===== src/rtl/cmos_cfg_pkg.sv =====
// -----------------------------------------------------------------------------
// cmos_cfg_pkg
// Shared definitions for the sensor configuration sequencer: default widths
// and the sequencer state encoding.
// -----------------------------------------------------------------------------
package cmos_cfg_pkg;

   localparam int DEF_REG_ADDR_W = 16;
   localparam int DEF_REG_DATA_W = 8;
   localparam int DEF_INDEX_W    = 8;

   typedef enum logic [2:0] {
      ST_IDLE   = 3'd0,
      ST_FETCH  = 3'd1,
      ST_WRITE  = 3'd2,
      ST_READ   = 3'd3,
      ST_CHECK  = 3'd4,
      ST_DELAY  = 3'd5,
      ST_FINISH = 3'd6,
      ST_FAIL   = 3'd7
   } state_t;

endpackage


===== src/rtl/cfg_delay_timer.sv =====
// -----------------------------------------------------------------------------
// cfg_delay_timer
// Down-counter used for delay entries of the configuration table.
// Ports:
//   clk        in   system clock
//   rst_n      in   asynchronous active-low reset
//   i_load     in   load i_load_val and start counting
//   i_load_val in   number of cycles to wait (0 = expire right away)
//   o_expire   out  single-cycle pulse on the last cycle of the wait
// -----------------------------------------------------------------------------
module cfg_delay_timer #(
   parameter int CNT_W = 16
) (
   input  logic             clk,
   input  logic             rst_n,
   input  logic             i_load,
   input  logic [CNT_W-1:0] i_load_val,
   output logic             o_expire
);

   logic [CNT_W-1:0] r_cnt;
   logic             r_active;
   logic             r_zero;

   always_ff @(posedge clk or negedge rst_n) begin
      if (!rst_n) begin
         r_active <= 1'b0;
         r_zero   <= 1'b0;
      end else begin
         r_zero <= 1'b0;
         if (i_load) begin
            r_active <= (i_load_val != '0);
            r_zero   <= (i_load_val == '0);
         end else if (r_active && r_cnt == CNT_W'(1)) begin
            r_active <= 1'b0;
         end
      end
   end

   // Count value is pure data; only the active/zero flags need reset.
   always_ff @(posedge clk) begin
      if (i_load)
         r_cnt <= i_load_val;
      else if (r_active)
         r_cnt <= r_cnt - CNT_W'(1);
   end

   // Expire on the last counted cycle so a load of N spends N cycles waiting.
   assign o_expire = r_zero | (r_active && r_cnt == CNT_W'(1));

endmodule


===== src/rtl/i2c_cfg_sequencer.sv =====
// -----------------------------------------------------------------------------
// i2c_cfg_sequencer
// Walks an external {addr, data} table and writes each entry to an image
// sensor through an I2C master, with optional read-back verify, per-entry
// retries and delay entries (addr == DELAY_ADDR, data = delay in units).
// Ports:
//   clk, rst_n            clock, asynchronous active-low reset
//   start                 pulse: begin a run (ignored while busy)
//   lut_index/lut_data    table address out, {addr, data} entry in
//   lut_size              number of valid table entries
//   i2c_req/rw/addr/wdata transaction request to the I2C master
//   i2c_done/nack/rdata   transaction completion from the I2C master
//   busy                  run in progress
//   cfg_done/cfg_err      sticky run outcome, err_index = failing entry
// -----------------------------------------------------------------------------
module i2c_cfg_sequencer
   import cmos_cfg_pkg::*;
#(
   parameter int                    REG_ADDR_W = DEF_REG_ADDR_W,
   parameter int                    REG_DATA_W = DEF_REG_DATA_W,
   parameter int                    INDEX_W    = DEF_INDEX_W,
   parameter bit                    VERIFY_EN  = 1'b0,
   parameter int                    MAX_RETRY  = 3,
   parameter int                    DELAY_UNIT = 50000,
   parameter logic [REG_ADDR_W-1:0] DELAY_ADDR = '1
) (
   input  logic                             clk,
   input  logic                             rst_n,
   input  logic                             start,
   output logic [INDEX_W-1:0]               lut_index,
   input  logic [REG_ADDR_W+REG_DATA_W-1:0] lut_data,
   input  logic [INDEX_W:0]                 lut_size,
   output logic                             i2c_req,
   output logic                             i2c_rw,
   output logic [REG_ADDR_W-1:0]            i2c_addr,
   output logic [REG_DATA_W-1:0]            i2c_wdata,
   input  logic                             i2c_done,
   input  logic                             i2c_nack,
   input  logic [REG_DATA_W-1:0]            i2c_rdata,
   output logic                             busy,
   output logic                             cfg_done,
   output logic                             cfg_err,
   output logic [INDEX_W-1:0]               err_index
);

   localparam int RETRY_W = (MAX_RETRY < 1) ? 1 : $clog2(MAX_RETRY + 1);
   // Wide enough for the largest data value times DELAY_UNIT.
   localparam int DLY_W   = REG_DATA_W + $clog2(DELAY_UNIT + 1);

   state_t                r_state, w_nxt_state;
   logic [INDEX_W-1:0]    r_idx, w_nxt_idx;
   logic [REG_ADDR_W-1:0] r_addr, w_nxt_addr;
   logic [REG_DATA_W-1:0] r_data, w_nxt_data;
   logic [REG_DATA_W-1:0] r_rdata, w_nxt_rdata;
   logic                  r_req, w_nxt_req;
   logic                  r_rw, w_nxt_rw;
   logic [RETRY_W-1:0]    r_retry, w_nxt_retry;
   logic                  r_done, w_nxt_done;
   logic                  r_err, w_nxt_err;
   logic [INDEX_W-1:0]    r_eidx, w_nxt_eidx;
   logic                  w_retry;
   logic                  w_load;
   logic                  w_expire;

   logic [REG_ADDR_W-1:0] w_lut_addr;
   logic [REG_DATA_W-1:0] w_lut_data;
   logic [DLY_W-1:0]      w_delay_val;

   assign w_lut_addr  = lut_data[REG_ADDR_W+REG_DATA_W-1 -: REG_ADDR_W];
   assign w_lut_data  = lut_data[REG_DATA_W-1:0];
   assign w_delay_val = DLY_W'(w_lut_data) * DLY_W'(DELAY_UNIT);

   cfg_delay_timer #(.CNT_W(DLY_W)) u_delay (
      .clk        (clk),
      .rst_n      (rst_n),
      .i_load     (w_load),
      .i_load_val (w_delay_val),
      .o_expire   (w_expire)
   );

   always_ff @(posedge clk or negedge rst_n) begin
      if (!rst_n) begin
         r_state <= ST_IDLE;
         r_idx   <= '0;
         r_addr  <= '0;
         r_data  <= '0;
         r_req   <= 1'b0;
         r_rw    <= 1'b0;
         r_retry <= '0;
         r_done  <= 1'b0;
         r_err   <= 1'b0;
         r_eidx  <= '0;
      end else begin
         r_state <= w_nxt_state;
         r_idx   <= w_nxt_idx;
         r_addr  <= w_nxt_addr;
         r_data  <= w_nxt_data;
         r_req   <= w_nxt_req;
         r_rw    <= w_nxt_rw;
         r_retry <= w_nxt_retry;
         r_done  <= w_nxt_done;
         r_err   <= w_nxt_err;
         r_eidx  <= w_nxt_eidx;
      end
   end

   always_ff @(posedge clk) begin
      r_rdata <= w_nxt_rdata;
   end

   always_comb begin
      w_nxt_state = r_state;
      w_nxt_idx   = r_idx;
      w_nxt_addr  = r_addr;
      w_nxt_data  = r_data;
      w_nxt_rdata = r_rdata;
      w_nxt_req   = r_req;
      w_nxt_rw    = r_rw;
      w_nxt_retry = r_retry;
      w_nxt_done  = r_done;
      w_nxt_err   = r_err;
      w_nxt_eidx  = r_eidx;
      w_retry     = 1'b0;
      w_load      = 1'b0;
      case (r_state)
         ST_IDLE: begin
            if (start) begin
               w_nxt_done  = 1'b0;
               w_nxt_err   = 1'b0;
               w_nxt_idx   = '0;
               w_nxt_state = ST_FETCH;
            end
         end
         ST_FETCH: begin
            w_nxt_retry = '0;
            if ({1'b0, r_idx} == lut_size) begin
               w_nxt_state = ST_FINISH;
            end else begin
               w_nxt_addr = w_lut_addr;
               w_nxt_data = w_lut_data;
               if (w_lut_addr == DELAY_ADDR) begin
                  w_load      = 1'b1;
                  w_nxt_state = ST_DELAY;
               end else begin
                  w_nxt_state = ST_WRITE;
               end
            end
         end
         // The first cycle of WRITE/READ sets up rw with req low, so every
         // attempt (including retries) shows the master a fresh req edge.
         ST_WRITE: begin
            if (!r_req) begin
               w_nxt_req = 1'b1;
               w_nxt_rw  = 1'b0;
            end else if (i2c_done) begin
               w_nxt_req = 1'b0;
               if (i2c_nack) begin
                  w_retry = 1'b1;
               end else if (VERIFY_EN) begin
                  w_nxt_state = ST_READ;
               end else begin
                  w_nxt_idx   = r_idx + INDEX_W'(1);
                  w_nxt_state = ST_FETCH;
               end
            end
         end
         ST_READ: begin
            if (!r_req) begin
               w_nxt_req = 1'b1;
               w_nxt_rw  = 1'b1;
            end else if (i2c_done) begin
               w_nxt_req   = 1'b0;
               w_nxt_rdata = i2c_rdata;
               if (i2c_nack)
                  w_retry = 1'b1;
               else
                  w_nxt_state = ST_CHECK;
            end
         end
         ST_CHECK: begin
            if (r_rdata == r_data) begin
               w_nxt_idx   = r_idx + INDEX_W'(1);
               w_nxt_state = ST_FETCH;
            end else begin
               w_retry = 1'b1;
            end
         end
         ST_DELAY: begin
            if (w_expire) begin
               w_nxt_idx   = r_idx + INDEX_W'(1);
               w_nxt_state = ST_FETCH;
            end
         end
         ST_FINISH: begin
            w_nxt_done  = 1'b1;
            w_nxt_state = ST_IDLE;
         end
         ST_FAIL: begin
            w_nxt_err   = 1'b1;
            w_nxt_state = ST_IDLE;
         end
         default: w_nxt_state = ST_IDLE;
      endcase
      if (w_retry) begin
         if (r_retry < RETRY_W'(MAX_RETRY)) begin
            w_nxt_retry = r_retry + RETRY_W'(1);
            w_nxt_state = ST_WRITE;
         end else begin
            w_nxt_eidx  = r_idx;
            w_nxt_state = ST_FAIL;
         end
      end
   end

   assign lut_index = r_idx;
   assign i2c_req   = r_req;
   assign i2c_rw    = r_rw;
   assign i2c_addr  = r_addr;
   assign i2c_wdata = r_data;
   assign busy      = (r_state != ST_IDLE);
   assign cfg_done  = r_done;
   assign cfg_err   = r_err;
   assign err_index = r_eidx;

endmodule


===== config.mk =====
export PLATFORM = sky130hd
export DESIGN_NAME = i2c_cfg_sequencer
export DESIGN_NICKNAME = d
export VERILOG_FILES = /design/src/rtl/cmos_cfg_pkg.sv /design/src/rtl/cfg_delay_timer.sv /design/src/rtl/i2c_cfg_sequencer.sv
export SDC_FILE = /design/constraint.sdc
export NUM_CORES = 1
export LEC_CHECK = 0
export ABC_AREA = 1
export ABC_CLOCK_PERIOD_IN_PS = 5300
export BUFFER_PORTS_ARGS = -buffer_cell sky130_fd_sc_hd__buf_2
export CORE_ASPECT_RATIO = 0.9
export CORE_MARGIN = 2
export CORE_UTILIZATION = 60
export CTS_CLUSTER_DIAMETER = 60
export DETAILED_ROUTE_END_ITERATION = 6
export GPL_ROUTABILITY_DRIVEN = 0
export PLACE_DENSITY = 0.86
export SKIP_CTS_REPAIR_TIMING = 1
export SLEW_MARGIN = 20
export SYNTH_ARGS = -nofsm -noshare
export SYNTH_HDL_FRONTEND = slang
export SYNTH_SLANG_ARGS = --single-unit
export TNS_END_PERCENT = 30

===== constraint.sdc =====
create_clock -name clk -period 5.3 [get_ports clk]
set_input_delay 1.325 -clock clk [delete_from_list [all_inputs] [get_ports clk]]
set_output_delay 1.325 -clock clk [all_outputs]
set_load 0.01 [all_outputs]

==> tab_implementation.tex, run 1 <==
\begin{tabular}{lr}
\hline
Metric & Value \\
\hline
\multicolumn{2}{l}{\textbf{Clocking}} \\
\quad H-tree lvl count & 3 \\
\quad Maximum buffer depth of the clock tree & 2 \\
\quad Worst skew pair latency & about 0.34 ns \\
\quad CTS clk-pin slew, worst paths & 0.06 ns \\
\quad Clock tree from TritonCTS & done \\
\quad \# clock sinks & between 80 and 90 \\
\quad Number of buffers inserted during clock tree synthesis & 9 \\
\quad CTS Root Buffer Type & sky130\_fd\_sc\_hd\_\_clkbuf\_16 \\
\multicolumn{2}{l}{\textbf{Worst setup path}} \\
\quad Setup CP Type & input port to flip-flop \\
\quad Worst Setup Start Kind & input port \\
\quad Origin of the worst setup path & lut\_data[2] \\
\quad Worst-path maximum fanout & 6 \\
\quad Start of the worst register-to-register path & lut\_index[1]\$\_DFFE\_PN0P\_ \\
\quad Kind of end point of the critical path & flip-flop \\
\quad Worst endpoint data arrival time & 4.74 ns \\
\quad Required time of the critical path & approximately 5.6 ns \\
\multicolumn{2}{l}{\textbf{Timing}} \\
\quad Hold Fails Final Rpt & 0 \\
\quad Max transition margin & 39.1\% \\
\quad Worst slack on hold paths & 0.477 ns \\
\quad Transition time of the tightest slew-check pin & 0.911 ns \\
\quad Total count of max-transition violations in the final report & 0 \\
\quad Setup violators final & 0 \\
\quad RSZ-0062 raised after global routing & false \\
\quad Post-layout minimum cycle time & between 4 and 5 ns \\
\quad Worst clock skew on the final layout & 0.00883 ns \\
\quad Maximum clock rate & 223 MHz \\
\quad Share of the clock period used by the worst path after layout & 84.7\% \\
\quad PnR worst setup slack & slightly above 0.8 ns \\
\quad Sum of negative setup slack & 0 ns \\
\multicolumn{2}{l}{\textbf{Synth}} \\
\quad Share of synthesized area occupied by flip-flops and latches & about 36\% \\
\quad Syn Area/Cell & 8.41 um2 \\
\quad Yosys reg bits & 83 \\
\quad Ys flop type & sky130\_fd\_sc\_hd\_\_dfrtp\_1 \\
\quad Cell area after synthesis & roughly 6000 um2 \\
\quad Fraction of registers with async set or reset after synthesis & 61.4\% \\
\quad Count of different cell masters after synthesis & 41 \\
\quad Synth Warn \# & 0 \\
\quad Cell count after synthesis & 730 \\
\quad Mapped Nets & approximately 850 \\
\quad Count of flip-flops with a built-in enable after synthesis & 28 \\
\multicolumn{2}{l}{\textbf{Detailed routing}} \\
\quad Iter 0 DRT Violations & 595 \\
\quad DRC violation count after routing & 0 \\
\quad DRT Pass-1 Iters & 5 \\
\quad WL per Instance & between 15 and 20 um \\
\quad Detailed-route wire length & about 15,000 um \\
\quad Via count of the routed design & between 5,000 and 6,000 \\
\quad Post-route ant nets & 0 \\
\quad Vias per Instance & 5.61 \\
\multicolumn{2}{l}{\textbf{Run}} \\
\quad Max capacitance violation total & 0 \\
\multicolumn{2}{l}{\textbf{Placed design}} \\
\quad Post-Place Worst Slack & 0.499 ns \\
\quad Half-perimeter wire length of the detailed placement result & about 11,000 um \\
\quad Number of buffer cells added on primary ports & 90 \\
\multicolumn{2}{l}{\textbf{Global routing}} \\
\quad Initial antenna violation count & 0 \\
\quad First-pass GRT wire length & 24,600 um \\
\quad Overall Global Routing Usage & between 20\% and 30\% \\
\quad Remaining Overflow, GRT & 0 \\
\quad Vias in the first global route & 5,306 \\
\quad Maximum number of pins on one net before global-route repair & between 50 and 60 \\
\multicolumn{2}{l}{\textbf{Final layout}} \\
\quad Share of post-route cells with drive strength above 1 & 17.8\% \\
\quad Signed area change from the synthesized netlist to the final layout & 12.9\% \\
\quad Commonest cells after routing, fill and taps aside & 179 x sky130\_fd\_sc\_hd\_\_nand2\_1, 97 x sky130\_fd\_sc\_hd\_\_inv\_1, 90 x sky130\_fd\_sc\_hd\_\_buf\_2 \\
\quad Most common cell after layout, fill and taps aside & sky130\_fd\_sc\_hd\_\_nand2\_1 \\
\quad Final net count & between 900 and 1,000 \\
\quad Number of inserted diodes & 0 \\
\multicolumn{2}{l}{\textbf{Floorplan}} \\
\quad DIE WIDTH & 111 um \\
\quad Count of boundary I/O pins & 91 \\
\quad Starting density of the core & 60.7\% \\
\quad Y dimension of the die & 100 um \\
\quad Full die area & roughly 11,000 um2 \\
\quad Standard-cell row count & 35 \\
\quad Core Footprint & roughly 10,000 um2 \\
\multicolumn{2}{l}{\textbf{Min path}} \\
\quad Worst min path class & flip-flop to flip-flop \\
\quad Launch instance of the worst min-delay path & err\_index[2]\$\_DFFE\_PN0P\_ \\
\multicolumn{2}{l}{\textbf{Power}} \\
\quad Total power consumption of the routed design & 2910 uW \\
\quad Pleak & 0.00364 uW \\
\quad Power Density & 419 nW/um2 \\
\quad Maximum ir drop on the vdd rail & 308 uV \\
\multicolumn{2}{l}{\textbf{Run status}} \\
\quad Status & finished, final reports clean \\
\hline
\end{tabular}
cells in the mapped netlist, types with 12 or more instances:
library cell                 n  share of area (%)
sky130_fd_sc_hd__nand2_1   179                 11
sky130_fd_sc_hd__inv_1      97                5.9
sky130_fd_sc_hd__nor2_1     62                3.8
sky130_fd_sc_hd__ha_1       58                 12
sky130_fd_sc_hd__dfrtp_1    51                 21
sky130_fd_sc_hd__nand3_1    39                3.2
sky130_fd_sc_hd__xor2_1     30                4.3
sky130_fd_sc_hd__edfxtp_1   28                 14
sky130_fd_sc_hd__o21ai_0    21                1.7
sky130_fd_sc_hd__nand4_1    20                2.0
sky130_fd_sc_hd__a21oi_1    16                1.3
sky130_fd_sc_hd__mux2_4     16                3.9
sky130_fd_sc_hd__o22ai_1    16                1.6
sky130_fd_sc_hd__fa_1       12                3.9
sequential cells by signal, summed over array words and instances (netlist names):
name / count
r_retry: 2
cfg_done: 1
cfg_err: 1
i2c_addr: 16
i2c_wdata: 8
r_state: 3
u_delay.r_cnt: 24
i2c_rw: 1
lut_index: 8
u_delay.r_zero: 1
i2c_req: 1
r_rdata: 8
err_index: 8
u_delay.r_active: 1
worst max-delay path, cell delays in order:
cell and delay, ns:
sky130_fd_sc_hd__buf_2 0.14, sky130_fd_sc_hd__ha_1 0.33, sky130_fd_sc_hd__ha_1 0.28, sky130_fd_sc_hd__inv_1 0.05, sky130_fd_sc_hd__fa_1 0.51, sky130_fd_sc_hd__inv_1 0.06
sky130_fd_sc_hd__fa_1 0.48, sky130_fd_sc_hd__ha_1 0.39, sky130_fd_sc_hd__nand2_1 0.13, sky130_fd_sc_hd__nand3_1 0.17, sky130_fd_sc_hd__nand2_1 0.09, sky130_fd_sc_hd__nand2_1 0.08
sky130_fd_sc_hd__xnor2_1 0.23, sky130_fd_sc_hd__nand4_1 0.14, sky130_fd_sc_hd__nor2_1 0.11, sky130_fd_sc_hd__nand2_1 0.06, sky130_fd_sc_hd__nor2_1 0.16
path summary, 6_finish.rpt:
kind	depth (start not counted)	slack [ns]	endpoint
min reg2reg	2	0.48	err_index[2]$_DFFE_PN0P_
max reg2reg	10	2.68	u_delay.r_cnt[20]$_DFFE_PP_
max	17	0.81	u_delay.r_zero$_DFF_PN0_
min	2	0.48	err_index[2]$_DFFE_PN0P_
max in group asynchronous	2	3.76	i2c_wdata[7]$_DFFE_PN0P_
min in group asynchronous	2	1.09	err_index[6]$_DFFE_PN0P_
routing by layer:
| metal | share of wire [%] | global-route usage (%) | wire [um] | vias to the layer above |
|---|---|---|---|---|
| met5 | 0 | 0 | 0 | - |
| met4 | 2.6 | 10.5 | 382 | 0 |
| met3 | 7.5 | 5.86 | 1090 | 49 |
| met2 | 47 | 45.8 | 6880 | 243 |
| met1 | 43 | 35.3 | 6250 | 2486 |
| li1 | - | - | - | 2578 |
stage by stage:
step / instance area (um2) / std cells / util [%]
floorplan: 6140 / 730 / -
CTS: 6930 / 954 / 68.5
global route: 6940 / 954 / 68.6
global placement: 6660 / 938 / 65.8
finish: 6940 / 954 / 68.6
detailed placement: 6660 / 938 / 65.8
cell type report:
class | instances | area, um2
timing repair buffer | 91 | 458
multi-input combinational | 534 | 3470
fill | 747 | 3180
tap | 129 | 161
inverter | 101 | 379
clock buffer | 9 | 225
sequential | 83 | 2200
clock inverter | 7 | 48.8
cell families after synthesis:
family                     after synthesis  share of synthesized area, %
and+or+nand+nor                        341                          24.9
buffers and inverters                  113                          7.86
DFF                                     83                          35.8
adders and majority gates               70                          15.7
AOI/OAI and AO/OA                       68                          6.26
xor gates and xnor gates                38                          5.42
muxes                                   17                          4.10
where the power goes:
group / total (uW) / internal [uW] / switching, uW
Combinational: 1350 / 559 / 794
Sequential: 967 / 819 / 148
Clock: 589 / 320 / 269
Total: 2910 / 1700 / 1210
Power figures use the tool's default switching activity.
==> run 2: changes to the inputs <==
- ABC_CLOCK_PERIOD_IN_PS: 5300 -> 3700
- CORE_UTILIZATION: 60 -> 53
- PLACE_DENSITY: 0.86 -> 0.81
- clock period: 5.3 -> 3.7 ns (I/O delays scaled with it)
==> run 2 against run 1 <==
Effect of this change:
- the run now ends with negative setup slack left
- hold slack better by 0.0082 ns
- cell count up 9.3%
- die area up 13%
- critical path depth up 4
- non-clock buffer count up 62
- largest cell class unchanged
- sequential power up 42%
- global-route usage down 2.8 points
- critical endpoint is now u_delay.r_active$_DFFE_PN0P_
- design area up 15%
==> tab_implementation.tex, run 2 (synthesized netlist as in run 1, its figures left out) <==
\begin{tabular}{lr}
\hline
Metric & Value \\
\hline
\multicolumn{2}{l}{\textbf{Clocking}} \\
\quad CTS Root Buffer Type & sky130\_fd\_sc\_hd\_\_clkbuf\_16 \\
\quad Worst skew pair latency & 0.34 ns \\
\quad Clock tree from TritonCTS & done \\
\quad Number of buffers inserted during clock tree synthesis & 9 \\
\quad Maximum buffer depth of the clock tree & 2 \\
\quad \# clock sinks & 83 \\
\quad CTS clk-pin slew, worst paths & 0.06 ns \\
\quad H-tree lvl count & 3 \\
\multicolumn{2}{l}{\textbf{Run status}} \\
\quad Status & finished, violations left \\
\quad Violations in the final reports & negative setup slack \\
\multicolumn{2}{l}{\textbf{Detailed routing}} \\
\quad DRT Pass-1 Iters & 6 \\
\quad Post-route ant nets & 0 \\
\quad Iter 0 DRT Violations & 461 \\
\quad DRC violation count after routing & 0 \\
\quad Vias per Instance & 5.52 \\
\quad Via count of the routed design & 5,754 \\
\quad Detailed-route wire length & 16,600 um \\
\quad WL per Instance & approximately 16 um \\
\multicolumn{2}{l}{\textbf{Worst setup path}} \\
\quad Worst Setup Start Kind & input port \\
\quad Worst-path maximum fanout & 4 \\
\quad Kind of end point of the critical path & flip-flop \\
\quad Worst endpoint data arrival time & 4.08 ns \\
\quad Required time of the critical path & 3.93 ns \\
\quad Setup CP Type & input port to flip-flop \\
\multicolumn{2}{l}{\textbf{Floorplan}} \\
\quad DIE WIDTH & 117 um \\
\quad Y dimension of the die & 106 um \\
\quad Standard-cell row count & 37 \\
\quad Core Footprint & 11,400 um2 \\
\quad Starting density of the core & 53.9\% \\
\quad Full die area & 12,500 um2 \\
\quad Count of boundary I/O pins & 91 \\
\multicolumn{2}{l}{\textbf{Global routing}} \\
\quad First-pass GRT wire length & 25,000 um \\
\quad Remaining Overflow, GRT & 0 \\
\quad Vias in the first global route & about 5,400 \\
\quad GR peak layer & met2 \\
\quad Maximum number of pins on one net before global-route repair & 35 \\
\quad Overall Global Routing Usage & between 20\% and 30\% \\
\quad Initial antenna violation count & 0 \\
\quad GR Util met3 & $\sim$4.8\% \\
\quad Met2 global-route usage & between 30\% and 40\% \\
\quad Routing usage on met1 & 34.2\% \\
\multicolumn{2}{l}{\textbf{Power}} \\
\quad Power Density & 606 nW/um2 \\
\quad Net switching component of the power & 1980 uW \\
\quad Total power consumption of the routed design & 4820 uW \\
\quad Fraction of power consumed by sequential logic & 28.5\% \\
\quad Maximum ir drop on the vdd rail & 255 uV \\
\quad Combinational fraction of design power & 54.7\% \\
\quad Int Pwr & roughly 2800 uW \\
\quad Part of the total power dissipated in the clock network & 16.7\% \\
\quad Switching fraction of total power & 41.0\% \\
\quad Pleak & 0.00401 uW \\
\multicolumn{2}{l}{\textbf{Final layout}} \\
\quad Share of post-route cells with drive strength above 1 & 33.3\% \\
\quad Max reg flops & 24 \\
\quad Number of inserted diodes & 0 \\
\quad Largest Register & u\_delay.r\_cnt \\
\quad Commonest cells after routing, fill and taps aside & 145 x sky130\_fd\_sc\_hd\_\_nand2\_1, 91 x sky130\_fd\_sc\_hd\_\_inv\_1, 86 x sky130\_fd\_sc\_hd\_\_buf\_2 \\
\quad Most common cell after layout, fill and taps aside & sky130\_fd\_sc\_hd\_\_nand2\_1 \\
\quad Final Instance Area & 7960 um2 \\
\quad Final net count & 998 \\
\quad Signed area change from the synthesized netlist to the final layout & 29.6\% \\
\multicolumn{2}{l}{\textbf{Run}} \\
\quad Max capacitance violation total & 0 \\
\multicolumn{2}{l}{\textbf{Min path}} \\
\quad Worst min path class & flip-flop to flip-flop \\
\multicolumn{2}{l}{\textbf{Timing}} \\
\quad Hold Fails Final Rpt & 0 \\
\quad Total count of max-transition violations in the final report & 0 \\
\quad Maximum clock rate & 260 MHz \\
\quad Post-layout minimum cycle time & 3.85 ns \\
\quad RSZ-0062 raised after global routing & true \\
\quad Worst clock skew on the final layout & 0.00610 ns \\
\quad Setup violators final & 6 \\
\quad Share of the clock period used by the worst path after layout & 104\% \\
\quad PnR worst setup slack & -0.153 ns \\
\quad Transition time of the tightest slew-check pin & 0.777 ns \\
\quad Max transition margin & 48.0\% \\
\multicolumn{2}{l}{\textbf{Placed design}} \\
\quad DP Area & 7280 um2 \\
\quad Half-perimeter wire length of the detailed placement result & 11,500 um \\
\quad Number of buffer cells added on primary ports & 90 \\
\hline
\end{tabular}
==> run 2: layout make-up <==
cell class                 instances  area, um2
multi-input combinational        534       3950
fill                             799       3430
sequential                        83       2200
timing repair buffer             153        970
inverter                         101        382
clock buffer                      12        236
tap                              156        195
clock inverter                     4       27.5
==> run 2: worst paths after layout <==
check / start / endpoint / slack (ns) / cells after the start
max: lut_data[4] / u_delay.r_active$_DFFE_PN0P_ / -0.15 / 21
min: err_index[7]$_DFFE_PN0P_ / err_index[7]$_DFFE_PN0P_ / 0.48 / 2
max reg2reg: lut_index[0]$_DFFE_PN0P_ / u_delay.r_cnt[1]$_SDFFE_PP0P_ / 1.46 / 11
min reg2reg: err_index[7]$_DFFE_PN0P_ / err_index[7]$_DFFE_PN0P_ / 0.48 / 2
max in group asynchronous: rst_n / i2c_addr[10]$_DFFE_PN0P_ / 2.38 / 2
min in group asynchronous: rst_n / err_index[3]$_DFFE_PN0P_ / 0.65 / 1
==> run 2: stage by stage <==
stage / std cells / setup slack (ns) / TNS, ns / util, % / hold WS, ns
after global placement: 1021 / -0.394 / -3.89 / 63.9 / 0.465
after global routing: 1043 / -0.313 / -1.68 / 69.9 / 0.511
after CTS: 1037 / -0.153 / -0.341 / 66.3 / 0.487
after floorplan: 730 / 0.000201 / 0 / - / 0.444
final: 1043 / -0.153 / -0.405 / 69.9 / 0.485
after detailed placement: 1021 / -0.500 / -4.97 / 63.9 / 0.469
==> run 2: layer usage <==
| metal | part of all wire (%) | vias to the layer above | wire length (um) |
|---|---|---|---|
| met1 | 43 | 2697 | 7180 |
| met2 | 47 | 293 | 7720 |
| met4 | 2.5 | 0 | 418 |
| li1 | - | 2717 | - |
| met5 | 0 | - | 0 |
| met3 | 7.4 | 47 | 1230 |
==> run 2: power by group through the flow <==
stage	clock network, uW	registers [uW]	logic, uW
after global routing	858	1410	2860
final	807	1370	2640
after global placement	0	1370	2230
after detailed placement	0	1380	2280
after floorplan	0	1410	1510
after CTS	818	1370	2300
==> run 2: worst max-delay path, cell delays in order <==
cell and delay, ns:
sky130_fd_sc_hd__buf_12 0.11, sky130_fd_sc_hd__ha_4 0.25, sky130_fd_sc_hd__ha_4 0.26, sky130_fd_sc_hd__inv_2 0.03, sky130_fd_sc_hd__fa_1 0.50, sky130_fd_sc_hd__inv_2 0.05, sky130_fd_sc_hd__fa_2 0.38, sky130_fd_sc_hd__ha_4 0.32
sky130_fd_sc_hd__nand2_1 0.07, sky130_fd_sc_hd__nand2_1 0.13, sky130_fd_sc_hd__inv_1 0.10, sky130_fd_sc_hd__nand2_4 0.08, sky130_fd_sc_hd__nand2_1 0.08, sky130_fd_sc_hd__nand2_1 0.11, sky130_fd_sc_hd__nand3_1 0.13, sky130_fd_sc_hd__nor2_2 0.14
sky130_fd_sc_hd__nand2_1 0.07, sky130_fd_sc_hd__nor2_1 0.09, sky130_fd_sc_hd__nand3_1 0.08, sky130_fd_sc_hd__nor2_2 0.11, sky130_fd_sc_hd__nor2_2 0.05
